File: src/rtl/instruction_fetch_stage_if.sv
// Fetch-stage bus: control inputs, instruction-memory port and IF/ID outputs.
// The slave modport is the fetch stage; the master modport is whoever drives it.
interface instruction_fetch_stage_if #(
    parameter int NB_DATA = 32,
    parameter int NB_ADDR = 32
);
    logic               i_start;
    logic               i_enable;
    logic               i_stall;
    logic               i_flush;
    logic [NB_ADDR-1:0] i_branch_target;
    logic [NB_DATA-1:0] i_imem_data;
    logic [NB_ADDR-1:0] o_imem_addr;
    logic [NB_DATA-1:0] o_IF_ID_instr;
    logic [NB_ADDR-1:0] o_IF_ID_pc_plus4;
    logic               o_IF_ID_valid;
    logic               o_halted;
    logic [31:0]        o_fetch_count;

    modport slave (
        input  i_start, i_enable, i_stall, i_flush, i_branch_target, i_imem_data,
        output o_imem_addr, o_IF_ID_instr, o_IF_ID_pc_plus4, o_IF_ID_valid,
               o_halted, o_fetch_count
    );

    modport master (
        output i_start, i_enable, i_stall, i_flush, i_branch_target, i_imem_data,
        input  o_imem_addr, o_IF_ID_instr, o_IF_ID_pc_plus4, o_IF_ID_valid,
               o_halted, o_fetch_count
    );
endinterface

File: src/rtl/instruction_fetch_stage.sv
// MIPS IF stage: PC register, IF/ID pipeline register, IDLE/RUN/HALTED control
// and a saturating count of instructions captured into IF/ID.
module instruction_fetch_stage #(
    parameter int                 NB_DATA   = 32,
    parameter int                 NB_ADDR   = 32,
    parameter logic [NB_ADDR-1:0] RESET_PC  = '0,
    parameter logic [NB_DATA-1:0] HALT_WORD = '1,
    parameter logic [NB_DATA-1:0] NOP_WORD  = '0
) (
    input  logic                      i_clk,
    input  logic                      i_rst_n,
    instruction_fetch_stage_if.slave  bus
);

    typedef enum logic [1:0] {
        IDLE   = 2'b00,
        RUN    = 2'b01,
        HALTED = 2'b10
    } state_t;

    localparam logic [NB_ADDR-1:0] PC_STEP    = NB_ADDR'(4);
    localparam logic [NB_ADDR-1:0] ALIGN_MASK = ~NB_ADDR'(3);

    state_t             state_q, state_d;
    logic [NB_ADDR-1:0] pc_q, pc_d;
    logic [NB_DATA-1:0] instr_q, instr_d;
    logic [NB_ADDR-1:0] pcp4_q, pcp4_d;
    logic               valid_q, valid_d;
    logic [31:0]        count_q, count_d;

    logic [NB_ADDR-1:0] pc_plus4;
    logic [NB_ADDR-1:0] target_aligned;

    function automatic logic [31:0] sat_inc(input logic [31:0] v);
        return (v == 32'hFFFF_FFFF) ? v : v + 32'd1;
    endfunction

    assign pc_plus4       = pc_q + PC_STEP;
    assign target_aligned = bus.i_branch_target & ALIGN_MASK;

    always_comb begin
        state_d = state_q;
        pc_d    = pc_q;
        instr_d = instr_q;
        pcp4_d  = pcp4_q;
        valid_d = valid_q;
        count_d = count_q;

        case (state_q)
            IDLE: begin
                pc_d    = RESET_PC;
                instr_d = NOP_WORD;
                pcp4_d  = '0;
                valid_d = 1'b0;
                if (bus.i_start) state_d = RUN;
            end

            RUN: begin
                if (bus.i_enable) begin
                    if (bus.i_flush) begin
                        pc_d    = target_aligned;
                        instr_d = NOP_WORD;
                        pcp4_d  = '0;
                        valid_d = 1'b0;
                    end else if (!bus.i_stall) begin
                        instr_d = bus.i_imem_data;
                        pcp4_d  = pc_plus4;
                        valid_d = 1'b1;
                        count_d = sat_inc(count_q);
                        // A captured halt word parks the PC on itself.
                        if (bus.i_imem_data == HALT_WORD) state_d = HALTED;
                        else                              pc_d    = pc_plus4;
                    end
                end
            end

            HALTED: begin
                if (bus.i_enable) begin
                    if (bus.i_flush) begin
                        // Halt was on the wrong path of a taken branch.
                        pc_d    = target_aligned;
                        instr_d = NOP_WORD;
                        pcp4_d  = '0;
                        valid_d = 1'b0;
                        state_d = RUN;
                    end else if (!bus.i_stall) begin
                        instr_d = NOP_WORD;
                        pcp4_d  = '0;
                        valid_d = 1'b0;
                    end
                end
            end

            default: begin
                state_d = IDLE;
                pc_d    = RESET_PC;
                instr_d = NOP_WORD;
                pcp4_d  = '0;
                valid_d = 1'b0;
            end
        endcase
    end

    always_ff @(posedge i_clk or negedge i_rst_n) begin
        if (!i_rst_n) begin
            state_q <= IDLE;
            pc_q    <= RESET_PC;
            instr_q <= NOP_WORD;
            pcp4_q  <= '0;
            valid_q <= 1'b0;
            count_q <= '0;
        end else begin
            state_q <= state_d;
            pc_q    <= pc_d;
            instr_q <= instr_d;
            pcp4_q  <= pcp4_d;
            valid_q <= valid_d;
            count_q <= count_d;
        end
    end

    assign bus.o_imem_addr      = pc_q;
    assign bus.o_IF_ID_instr    = instr_q;
    assign bus.o_IF_ID_pc_plus4 = pcp4_q;
    assign bus.o_IF_ID_valid    = valid_q;
    assign bus.o_halted         = (state_q == HALTED);
    assign bus.o_fetch_count    = count_q;

endmodule

File: src/flat_wrapper.sv
// flat-port wrapper written by rule: the top's interface ports become plain ports
module instruction_fetch_stage_flat 
#(
    parameter int                 NB_DATA   = 32,
    parameter int                 NB_ADDR   = 32,
    parameter logic [NB_ADDR-1:0] RESET_PC  = '0,
    parameter logic [NB_DATA-1:0] HALT_WORD = '1,
    parameter logic [NB_DATA-1:0] NOP_WORD  = '0
)
  (i_clk, i_rst_n, bus_i_start, bus_i_enable, bus_i_stall, bus_i_flush, bus_i_branch_target, bus_i_imem_data, bus_o_imem_addr, bus_o_IF_ID_instr, bus_o_IF_ID_pc_plus4, bus_o_IF_ID_valid, bus_o_halted, bus_o_fetch_count);
  instruction_fetch_stage_if #(.NB_DATA(NB_DATA), .NB_ADDR(NB_ADDR)) bus_i ();
  input  logic i_clk;
  input  logic i_rst_n;
  input wire logic [$bits(bus_i.i_start)-1:0] bus_i_start;
  input wire logic [$bits(bus_i.i_enable)-1:0] bus_i_enable;
  input wire logic [$bits(bus_i.i_stall)-1:0] bus_i_stall;
  input wire logic [$bits(bus_i.i_flush)-1:0] bus_i_flush;
  input wire logic [$bits(bus_i.i_branch_target)-1:0] bus_i_branch_target;
  input wire logic [$bits(bus_i.i_imem_data)-1:0] bus_i_imem_data;
  output wire logic [$bits(bus_i.o_imem_addr)-1:0] bus_o_imem_addr;
  output wire logic [$bits(bus_i.o_IF_ID_instr)-1:0] bus_o_IF_ID_instr;
  output wire logic [$bits(bus_i.o_IF_ID_pc_plus4)-1:0] bus_o_IF_ID_pc_plus4;
  output wire logic [$bits(bus_i.o_IF_ID_valid)-1:0] bus_o_IF_ID_valid;
  output wire logic [$bits(bus_i.o_halted)-1:0] bus_o_halted;
  output wire logic [$bits(bus_i.o_fetch_count)-1:0] bus_o_fetch_count;
  assign bus_i.i_start = bus_i_start;
  assign bus_i.i_enable = bus_i_enable;
  assign bus_i.i_stall = bus_i_stall;
  assign bus_i.i_flush = bus_i_flush;
  assign bus_i.i_branch_target = bus_i_branch_target;
  assign bus_i.i_imem_data = bus_i_imem_data;
  assign bus_o_imem_addr = bus_i.o_imem_addr;
  assign bus_o_IF_ID_instr = bus_i.o_IF_ID_instr;
  assign bus_o_IF_ID_pc_plus4 = bus_i.o_IF_ID_pc_plus4;
  assign bus_o_IF_ID_valid = bus_i.o_IF_ID_valid;
  assign bus_o_halted = bus_i.o_halted;
  assign bus_o_fetch_count = bus_i.o_fetch_count;
  instruction_fetch_stage #(.NB_DATA(NB_DATA), .NB_ADDR(NB_ADDR), .RESET_PC(RESET_PC), .HALT_WORD(HALT_WORD), .NOP_WORD(NOP_WORD)) u_core (.i_clk(i_clk), .i_rst_n(i_rst_n), .bus(bus_i));
endmodule
File: config.mk
export PLATFORM = sky130hd
export DESIGN_NAME = instruction_fetch_stage_flat
export DESIGN_NICKNAME = d
export VERILOG_FILES = /design/src/rtl/instruction_fetch_stage_if.sv /design/src/rtl/instruction_fetch_stage.sv /design/src/flat_wrapper.sv
export SDC_FILE = /design/constraint.sdc
export NUM_CORES = 1
export LEC_CHECK = 0
export CAP_MARGIN = 0
export CELL_PAD_IN_SITES_DETAIL_PLACEMENT = 0
export CELL_PAD_IN_SITES_GLOBAL_PLACEMENT = 1
export CORE_ASPECT_RATIO = 0.7
export CORE_MARGIN = 2
export CORE_UTILIZATION = 35
export DETAILED_ROUTE_END_ITERATION = 10
export PLACE_DENSITY = 0.87
export SYNTH_ARGS = -nofsm -noshare
export SYNTH_HDL_FRONTEND = slang
export SYNTH_SLANG_ARGS = --single-unit
File: constraint.sdc
create_clock -name i_clk -period 4.15 [get_ports i_clk]
set_clock_uncertainty 0.15 [all_clocks]
set_input_delay 0.83 -clock i_clk [delete_from_list [all_inputs] [get_ports i_clk]]
set_output_delay 0.83 -clock i_clk [all_outputs]
set_load 0.02 [all_outputs]
==> results.txt, run 1 <==
Setup Total Neg Slack - 0 ns
Min cycle time layout - 3.083 ns
Die Outline Area - 19050 sq um
Antenna violations before repair - 1
Setup slack on the worst flop-to-flop path - 1.55 ns
Synthesized area per cell - 9.988 sq um
Detailed-placement wirelength estimate - 13.40 mm
Post-synth EDFFs - 0
Detailed-route DRC error count - 0
Worst Setup Start Kind - input pin
Maximum net fanout on the critical path - 11
Area fraction of the dominant cell type after synthesis - 0.5099
Total power of the final layout - 0.003823 W
Inserted Diodes - 0
Result of the run - completed
I/O pin count - 200
Unrepaired setup endpoints after global routing - false
Drt first pass iters - 5
Register-to-Register Path Depth - 8
Area added between synthesis and finish - 44.13%
Via count of the first global-routing pass - 5274
Number of distinct standard cells referenced by the synthesized netlist - 57
Worst R2R Start - u_core.state_q[1]$_DFFE_PN0P_
Part of the power in registers - 0.403
Pleak - 3.775 nW
Critical Setup Path Class - in2reg
Remaining global-route overflow - 0
Share of final-layout standard cells stronger than drive strength 1 - 0.08144
Tightest slew margin relative to the limit - 0.3773
Number of setup violations in the final report - 0
Routed wire length per instance - 17.95 um
First-pass GRT wire length - 29.88 mm
H-Tree Depth - 4
Post-synthesis compound-gate area fraction - 0.1771
Die extent in y - 116.1 um
Total wire length after detailed routing - 19.14 mm
Max_cap viols - 0
Routed vias/inst - 5.144
Most common flop cell mapped by yosys - sky130_fd_sc_hd__dfrtp_1
Maximum achievable frequency - 0.3244 GHz
Main combinational cell family by area after synthesis - simple AND/OR/NAND/NOR gates
Switching power of the nets - 0.001195 W
Overall global routing resource usage - 0.2059
Portion of the post-synthesis area used by sequential elements - 0.5099
CP cell instances - clkdlybuf4s50_1, nand4_1, nor4_1, buf_4, a21oi_1, o21ba_2, nand2_1, buf_4, o21ai_0
Largest cells by area after synthesis - sky130_fd_sc_hd__dfrtp_1 51%, sky130_fd_sc_hd__o21ai_0 5.6%, sky130_fd_sc_hd__a22o_1 5.2%, sky130_fd_sc_hd__xnor2_1 4.6%, sky130_fd_sc_hd__nand2_1 4.2%
Count of final hold-check violations - 0
Routed via count - 5484
Share of synthesized registers carrying an async set or reset - 1.000
Net total in the final layout - 898
Post-synth top area cell - sky130_fd_sc_hd__dfrtp_1
Maximum number of pins on one net before global-route repair - 79
Crit path DAT - 3.23 ns
CTS tree - built
Worst-case vdd ir drop - 278.4 uV
Share of power burned in the clock network - 0.379
Period utilisation layout - 0.7428
Internal power - 0.002628 W
Power per cell area - 422.2 nW/um^2
Clock Latency Late Sink - 0.43 ns
Reg-to-Reg End - u_core.bus.o_fetch_count[31]$_DFFE_PN0P_
Horiz. Die Dim - 164.1 um
Bufs and invs on worst path - 3
Number of clock sinks - 128
Synthesized-area fraction occupied by and/or/nand/nor cells - 0.1846
Count of input and output buffers - 195
TritonCTS buffer count - 17
Share of synthesized area spent on multiplexers - 0.003585
Critical Path End Type - flip-flop
Synthesized instance count - 629
Starting utilization of the core area - 0.3617
Required time at the endpoint of the critical path - 4.30 ns
Slew Viols, Final - 0
Worst path max stage delay - 0.52 ns
Cell repeated most along the worst path - sky130_fd_sc_hd__buf_4
Count of state elements after synthesis - 128
Count of routing violations after the opening detailed-route iteration - 444
Placer's final routability congestion estimate - 0.8492
Std-Cell Core Area - 17370 sq um
Switching part of the total power - 0.3126
Transition time at the pin with the least slew margin - 0.9318 ns
Post-detailed-route count of antenna-violating nets - 0
Cell Rows - 40
Synthesized area - 6282 sq um
Max Buffers Root-to-Sink - 2
Post-CTS Setup Bufs - 0
Family of cells with the greatest summed delay on the critical path - buffers and inverters
Hold-fix buffer count after cts - 0
Hold crit path type - in2async
Resized cells post-CTS - 0
Xor/xnor share of the synthesized area - 0.08086
Count of cell instances traversed by the critical path - 9
Combinational power share - 0.218
Crit path max-delay cell type - sky130_fd_sc_hd__nor4_1
Cell at the root of the clock tree - sky130_fd_sc_hd__clkbuf_16
Synth warnings - 0
CTS clk-pin slew, worst paths - 0.06 ns
Synthesized-area fraction occupied by adder cells - 0.01195
## power by group through the flow
| stage | Sequential, W | Clock, W | Combinational [W] |
|---|---|---|---|
| 2_1_floorplan | 0.00167 | 0 | 0.000256 |
| 3_3_place_gp | 0.00156 | 0 | 0.000835 |
| 3_5_place_dp | 0.00156 | 0 | 0.000836 |
| 4_1_cts | 0.00154 | 0.00148 | 0.000842 |
| 5_1_grt | 0.00156 | 0.00154 | 0.000904 |
| 6_report | 0.00154 | 0.00145 | 0.000834 |
## worst reg2reg max path, cell delays in order (launching register included)
cell and delay (ns):
sky130_fd_sc_hd__dfrtp_1 0.39, sky130_fd_sc_hd__inv_1 0.10, sky130_fd_sc_hd__ha_1 0.33, sky130_fd_sc_hd__nand4bb_4 0.15, sky130_fd_sc_hd__or4_4 0.54, sky130_fd_sc_hd__nor2_2 0.15
sky130_fd_sc_hd__and2_1 0.33, sky130_fd_sc_hd__nand4_1 0.18, sky130_fd_sc_hd__xnor2_1 0.17
## synth_stat cells, types with 2 or more instances
cell type / number
sky130_fd_sc_hd__dfrtp_1: 128
sky130_fd_sc_hd__nand2_1: 71
sky130_fd_sc_hd__o21ai_0: 70
sky130_fd_sc_hd__nor2_1: 42
sky130_fd_sc_hd__a22o_1: 37
sky130_fd_sc_hd__xnor2_1: 33
sky130_fd_sc_hd__xor2_1: 25
sky130_fd_sc_hd__clkbuf_1: 24
sky130_fd_sc_hd__nand3_1: 24
sky130_fd_sc_hd__a21oi_1: 22
sky130_fd_sc_hd__nand4_1: 20
sky130_fd_sc_hd__and3_1: 11
sky130_fd_sc_hd__inv_1: 10
sky130_fd_sc_hd__nor3_1: 9
sky130_fd_sc_hd__a22oi_1: 8
sky130_fd_sc_hd__buf_2: 7
sky130_fd_sc_hd__and2_1: 6
sky130_fd_sc_hd__ha_1: 6
sky130_fd_sc_hd__a31oi_1: 5
sky130_fd_sc_hd__nor4_1: 5
sky130_fd_sc_hd__o31a_1: 5
sky130_fd_sc_hd__and4_1: 4
sky130_fd_sc_hd__buf_4: 4
sky130_fd_sc_hd__o31ai_1: 4
sky130_fd_sc_hd__a2bb2oi_1: 3
sky130_fd_sc_hd__a32oi_1: 3
sky130_fd_sc_hd__nand2b_1: 3
sky130_fd_sc_hd__a21boi_0: 2
sky130_fd_sc_hd__and3_2: 2
sky130_fd_sc_hd__nor2_2: 2
sky130_fd_sc_hd__nor2b_1: 2
sky130_fd_sc_hd__nor3_2: 2
sky130_fd_sc_hd__nor3_4: 2
sky130_fd_sc_hd__nor4_4: 2
sky130_fd_sc_hd__o211ai_1: 2
sky130_fd_sc_hd__o21ai_1: 2
sky130_fd_sc_hd__or4_4: 2
## cells by family after synthesis
family / count (synthesis)
other cells: 1
simple gates: 217
flops: 128
mux: 2
buf+inv: 46
xor+xnor: 58
compound gates: 171
fa+ha+maj: 6
## final cells by class
| type | count | area, sq um |
|---|---|---|
| fillers | 1615 | 8312 |
| well taps | 231 | 289.0 |
| flip-flops and latches | 128 | 3203 |
| clock inverters | 14 | 131.4 |
| repair buffers | 209 | 2058 |
| multi-input cells | 456 | 2897 |
| clock buffers | 18 | 439.2 |
| inverters | 10 | 37.54 |
## layer usage
layer	vias up	GRT usage	part of all wire
li1	2652	-	-
met1	2629	0.3072	0.49
met2	186	0.2904	0.43
met3	15	0.05753	0.077
met4	2	0.05965	0.0092
met5	-	0	0.00068
## layout by cell type, fill, tap and decap left out, types with 3 or more instances in the layout
cell                              netlist  routed
sky130_fd_sc_hd__xnor2_1               33      33
sky130_fd_sc_hd__a31oi_1                5       5
sky130_fd_sc_hd__and2_1                 6       6
sky130_fd_sc_hd__clkinvlp_4             0       4
sky130_fd_sc_hd__a21oi_1               22      21
sky130_fd_sc_hd__nand2b_1               3       3
sky130_fd_sc_hd__dfrtp_1              128     128
sky130_fd_sc_hd__clkdlybuf4s50_1        0     194
sky130_fd_sc_hd__nor4_1                 5       5
sky130_fd_sc_hd__a22oi_1                8       8
sky130_fd_sc_hd__a32oi_1                3       3
sky130_fd_sc_hd__and4_1                 4       4
sky130_fd_sc_hd__a22o_1                37      37
sky130_fd_sc_hd__o31a_1                 5       5
sky130_fd_sc_hd__and3_1                11      11
sky130_fd_sc_hd__nor3_1                 9       9
sky130_fd_sc_hd__a2bb2oi_1              3       3
sky130_fd_sc_hd__nand3_1               24      24
sky130_fd_sc_hd__inv_6                  0       5
sky130_fd_sc_hd__o31ai_1                4       4
sky130_fd_sc_hd__nand4_1               20      20
sky130_fd_sc_hd__ha_1                   6       6
sky130_fd_sc_hd__clkbuf_16              0      17
sky130_fd_sc_hd__inv_1                 10      10
sky130_fd_sc_hd__nor2_1                42      42
sky130_fd_sc_hd__nand2_1               71      71
sky130_fd_sc_hd__o21ai_0               70      70
sky130_fd_sc_hd__buf_4                  4      14
sky130_fd_sc_hd__xor2_1                25      25
## worst max path at each step
stage	end	startpoint	slack (ns)
floorplan	u_core.bus.o_fetch_count[29]$_DFFE_PN0P_	bus_i_stall	1.70
global placement	u_core.bus.o_imem_addr[27]$_DFFE_PN0P_	bus_i_imem_data[15]	0.68
detailed placement	u_core.bus.o_imem_addr[14]$_DFFE_PN0P_	bus_i_imem_data[20]	0.69
CTS	u_core.bus.o_imem_addr[14]$_DFFE_PN0P_	bus_i_imem_data[20]	1.12
global route	u_core.bus.o_imem_addr[14]$_DFFE_PN0P_	bus_i_imem_data[20]	0.95
finish	u_core.bus.o_imem_addr[14]$_DFFE_PN0P_	bus_i_imem_data[15]	1.07
## state kept, by name, indices dropped and copies added, names as in the netlist
name / flops
u_core.bus.o_IF_ID_instr: 32
u_core.bus.o_fetch_count: 32
u_core.bus.o_IF_ID_pc_plus4: 31
u_core.bus.o_imem_addr: 30
u_core.state_q: 2
u_core.bus.o_IF_ID_valid: 1
## per-stage QoR
step	instances	setup WS [ns]	util	hold slack (ns)	cell area, sq um
2_1_floorplan	630	1.702	-	0.3576	6286
3_3_place_gp	1034	0.6818	0.4885	0.3098	8484
3_5_place_dp	1034	0.6883	0.4885	0.3128	8484
4_1_cts	1066	1.115	0.5214	0.2989	9055
5_1_grt	1066	0.9528	0.5214	0.3198	9055
6_report	1066	1.067	0.5214	0.2675	9055
(Power assumes the default switching activity.)
==> run 2: changes to the inputs <==
==> constraint.sdc (replaced) <==
create_clock -name i_clk -period 2.9 [get_ports i_clk]
set_clock_uncertainty 0.15 [all_clocks]
set_input_delay 0.58 -clock i_clk [delete_from_list [all_inputs] [get_ports i_clk]]
set_output_delay 0.58 -clock i_clk [all_outputs]
set_load 0.02 [all_outputs]
==> results.txt, run 2 (synthesis results as in run 1) <==
Horiz. Die Dim - 164.1 um (unchanged)
Sequential standard cell area - 3203 sq um (unchanged)
Routed wire length per instance - 17.91 um (-0.26%)
Crit path DAT - 2.80 ns (-0.43 ns)
Die Outline Area - 19050 sq um (unchanged)
Leading cell type in the layout, fill and taps excluded - sky130_fd_sc_hd__clkdlybuf4s50_1
Remaining global-route overflow - 0 (unchanged)
Critical Setup Path Class - in2reg
Most used cells in the layout excluding fill and tap cells - 194 x sky130_fd_sc_hd__clkdlybuf4s50_1, 128 x sky130_fd_sc_hd__dfrtp_1, 71 x sky130_fd_sc_hd__nand2_1
Detailed-placement wirelength estimate - 13.86 mm (+3.4%)
Maximum net fanout on the critical path - 2 (-9)
Unrepaired setup endpoints after global routing - false
Total wire length after detailed routing - 19.46 mm (+1.7%)
Routed vias/inst - 5.171 (+0.52%)
Max_cap viols - 0 (unchanged)
Tightest slew margin relative to the limit - 0.6104 (+0.2331)
Number of setup violations in the final report - 0 (unchanged)
First-pass GRT wire length - 30.26 mm (+1.3%)
Std-Cell Core Area - 17370 sq um (unchanged)
Period utilisation layout - 0.9150
TritonCTS buffer count - 17 (unchanged)
Setup Total Neg Slack - 0 ns (unchanged)
Drt first pass iters - 5 (unchanged)
Count of input and output buffers - 195 (unchanged)
Pleak - 3.894 nW (+3.2%)
Inserted Diodes - 0 (unchanged)
Fill cells - 1574 (-2.5%)
Cell at the root of the clock tree - sky130_fd_sc_hd__clkbuf_16
Detailed-route DRC error count - 0 (unchanged)
Routed via count - 5621 (+2.5%)
Starting utilization of the core area - 0.3617 (unchanged)
Worst Setup Start Kind - input pin
Required time at the endpoint of the critical path - 3.05 ns (-1.25 ns)
Pre-CTS WS - -0.1480 ns (-0.8364 ns)
Final worst-path setup slack - 0.2466 ns (-0.8207 ns)
Cell Rows - 40 (unchanged)
Share of final-layout standard cells stronger than drive strength 1 - 0.09813 (+0.01669)
Min cycle time layout - 2.653 ns
Maximum achievable frequency - 0.3769 GHz
Total power of the final layout - 0.005643 W (+48%)
Hold crit path type - reg2reg
Utilization of the core after routing - 0.5323 (+0.01095)
Result of the run - completed
Area added between synthesis and finish - 47.16%
CTS tree - built
Overall global routing resource usage - 0.2093 (+0.003359)
Count of final hold-check violations - 0 (unchanged)
Number of clock sinks - 128 (unchanged)
Critical Path End Type - flip-flop
Resized cells post-CTS - 0 (unchanged)
Die extent in y - 116.1 um (unchanged)
Count of routing violations after the opening detailed-route iteration - 392 (-12%)
Max Buffers Root-to-Sink - 2 (unchanged)
Post-detailed-route count of antenna-violating nets - 0 (unchanged)
Antenna violations before repair - 0 (-1)
Net total in the final layout - 919 (+2.3%)
Transition time at the pin with the least slew margin - 0.5799 ns (-0.3518 ns)
I/O pin count - 200 (unchanged)
Placer's final routability congestion estimate - 0.8616 (+1.5%)
Via count of the first global-routing pass - 5395 (+2.3%)
Clock Latency Late Sink - 0.42 ns (about the same)
Area of the multi-input gates - 2897 sq um (unchanged)
Worst-case vdd ir drop - 441.0 uV (+58%)
CTS clk-pin slew, worst paths - 0.06 ns (about the same)
Power per cell area - 610.4 nW/um^2 (+45%)
H-Tree Depth - 4 (unchanged)
Maximum number of pins on one net before global-route repair - 61 (-23%)
Slew Viols, Final - 0 (unchanged)
==> run 2: cell types whose count changed in the layout (fill, tap and decap cells not counted) <==
cell,before,now
sky130_fd_sc_hd__buf_4,14,34
sky130_fd_sc_hd__clkinvlp_4,4,2
sky130_fd_sc_hd__bufinv_16,1,3
sky130_fd_sc_hd__dlygate4sd3_1,0,1
sky130_fd_sc_hd__clkbuf_1,0,4
sky130_fd_sc_hd__inv_6,5,0
sky130_fd_sc_hd__clkbuf_8,1,2
==> run 2: repair_timing <==
| action | in CTS | in global routing |
|---|---|---|
| buffers inserted | 0 | 0 |
| hold endpoints to repair | 10 | 0 |
| hold buffers | 1 | 0 |
==> run 2: per-stage QoR <==
| step | area, sq um | hold slack (ns) | std cells |
|---|---|---|---|
| final | 9245 | 0.3264 | 1087 |
| after global routing | 9245 | 0.3539 | 1087 |
| after CTS | 9245 | 0.3326 | 1087 |
| after detailed placement | 8635 | 0.3178 | 1054 |
| after global placement | 8635 | 0.3139 | 1054 |
| after floorplan | 6286 | 0.1344 | 630 |
==> run 2: worst max-delay path, cell delays in order <==
cell                              delay (ns)
sky130_fd_sc_hd__clkdlybuf4s50_1        0.49
sky130_fd_sc_hd__nand4_1                0.11
sky130_fd_sc_hd__nor4_1                 0.50
sky130_fd_sc_hd__buf_4                  0.20
sky130_fd_sc_hd__nand3_1                0.08
sky130_fd_sc_hd__a21oi_1                0.19
sky130_fd_sc_hd__a21boi_0               0.28
sky130_fd_sc_hd__mux2_2                 0.37
==> run 2: power by group <==
part           switching [W]  internal [W]
Clock               0.000807       0.00140
Combinational       0.000644      0.000604
Sequential          0.000220       0.00197
==> run 2: worst paths after layout <==
check                           slack, ns                                  from  depth (start not counted)                                       end
worst max-delay path                 0.25                   bus_i_imem_data[20]                          8             u_core.state_q[1]$_DFFE_PN0P_
worst min-delay path                 0.33  u_core.bus.o_IF_ID_valid$_DFFE_PN0P_                          2      u_core.bus.o_IF_ID_valid$_DFFE_PN0P_
min in group asynchronous            0.54                               i_rst_n                          2  u_core.bus.o_fetch_count[27]$_DFFE_PN0P_
worst max register to register       0.37         u_core.state_q[1]$_DFFE_PN0P_                          8  u_core.bus.o_fetch_count[31]$_DFFE_PN0P_
max in group asynchronous            1.29                               i_rst_n                          3    u_core.bus.o_imem_addr[15]$_DFFE_PN0P_
worst min register to register       0.33  u_core.bus.o_IF_ID_valid$_DFFE_PN0P_                          2      u_core.bus.o_IF_ID_valid$_DFFE_PN0P_
==> run 2: metal layers <==
metal	share of wire	track usage	up-vias	routed length (um)
met1	0.49	0.3070	2730	9485
met3	0.080	0.06818	12	1564
li1	-	-	2685	-
met5	0	0	-	0
met4	0.0075	0.05263	0	146
met2	0.42	0.2976	194	8267
==> run 2: layout make-up <==
type	count	share of cell area
clock buffer	23	0.05062
multi-input combinational	456	0.3133
sequential	128	0.3465
timing repair buffer	230	0.2400
tap	231	0.03126
clock inverter	9	0.01435
inverter	10	0.004060
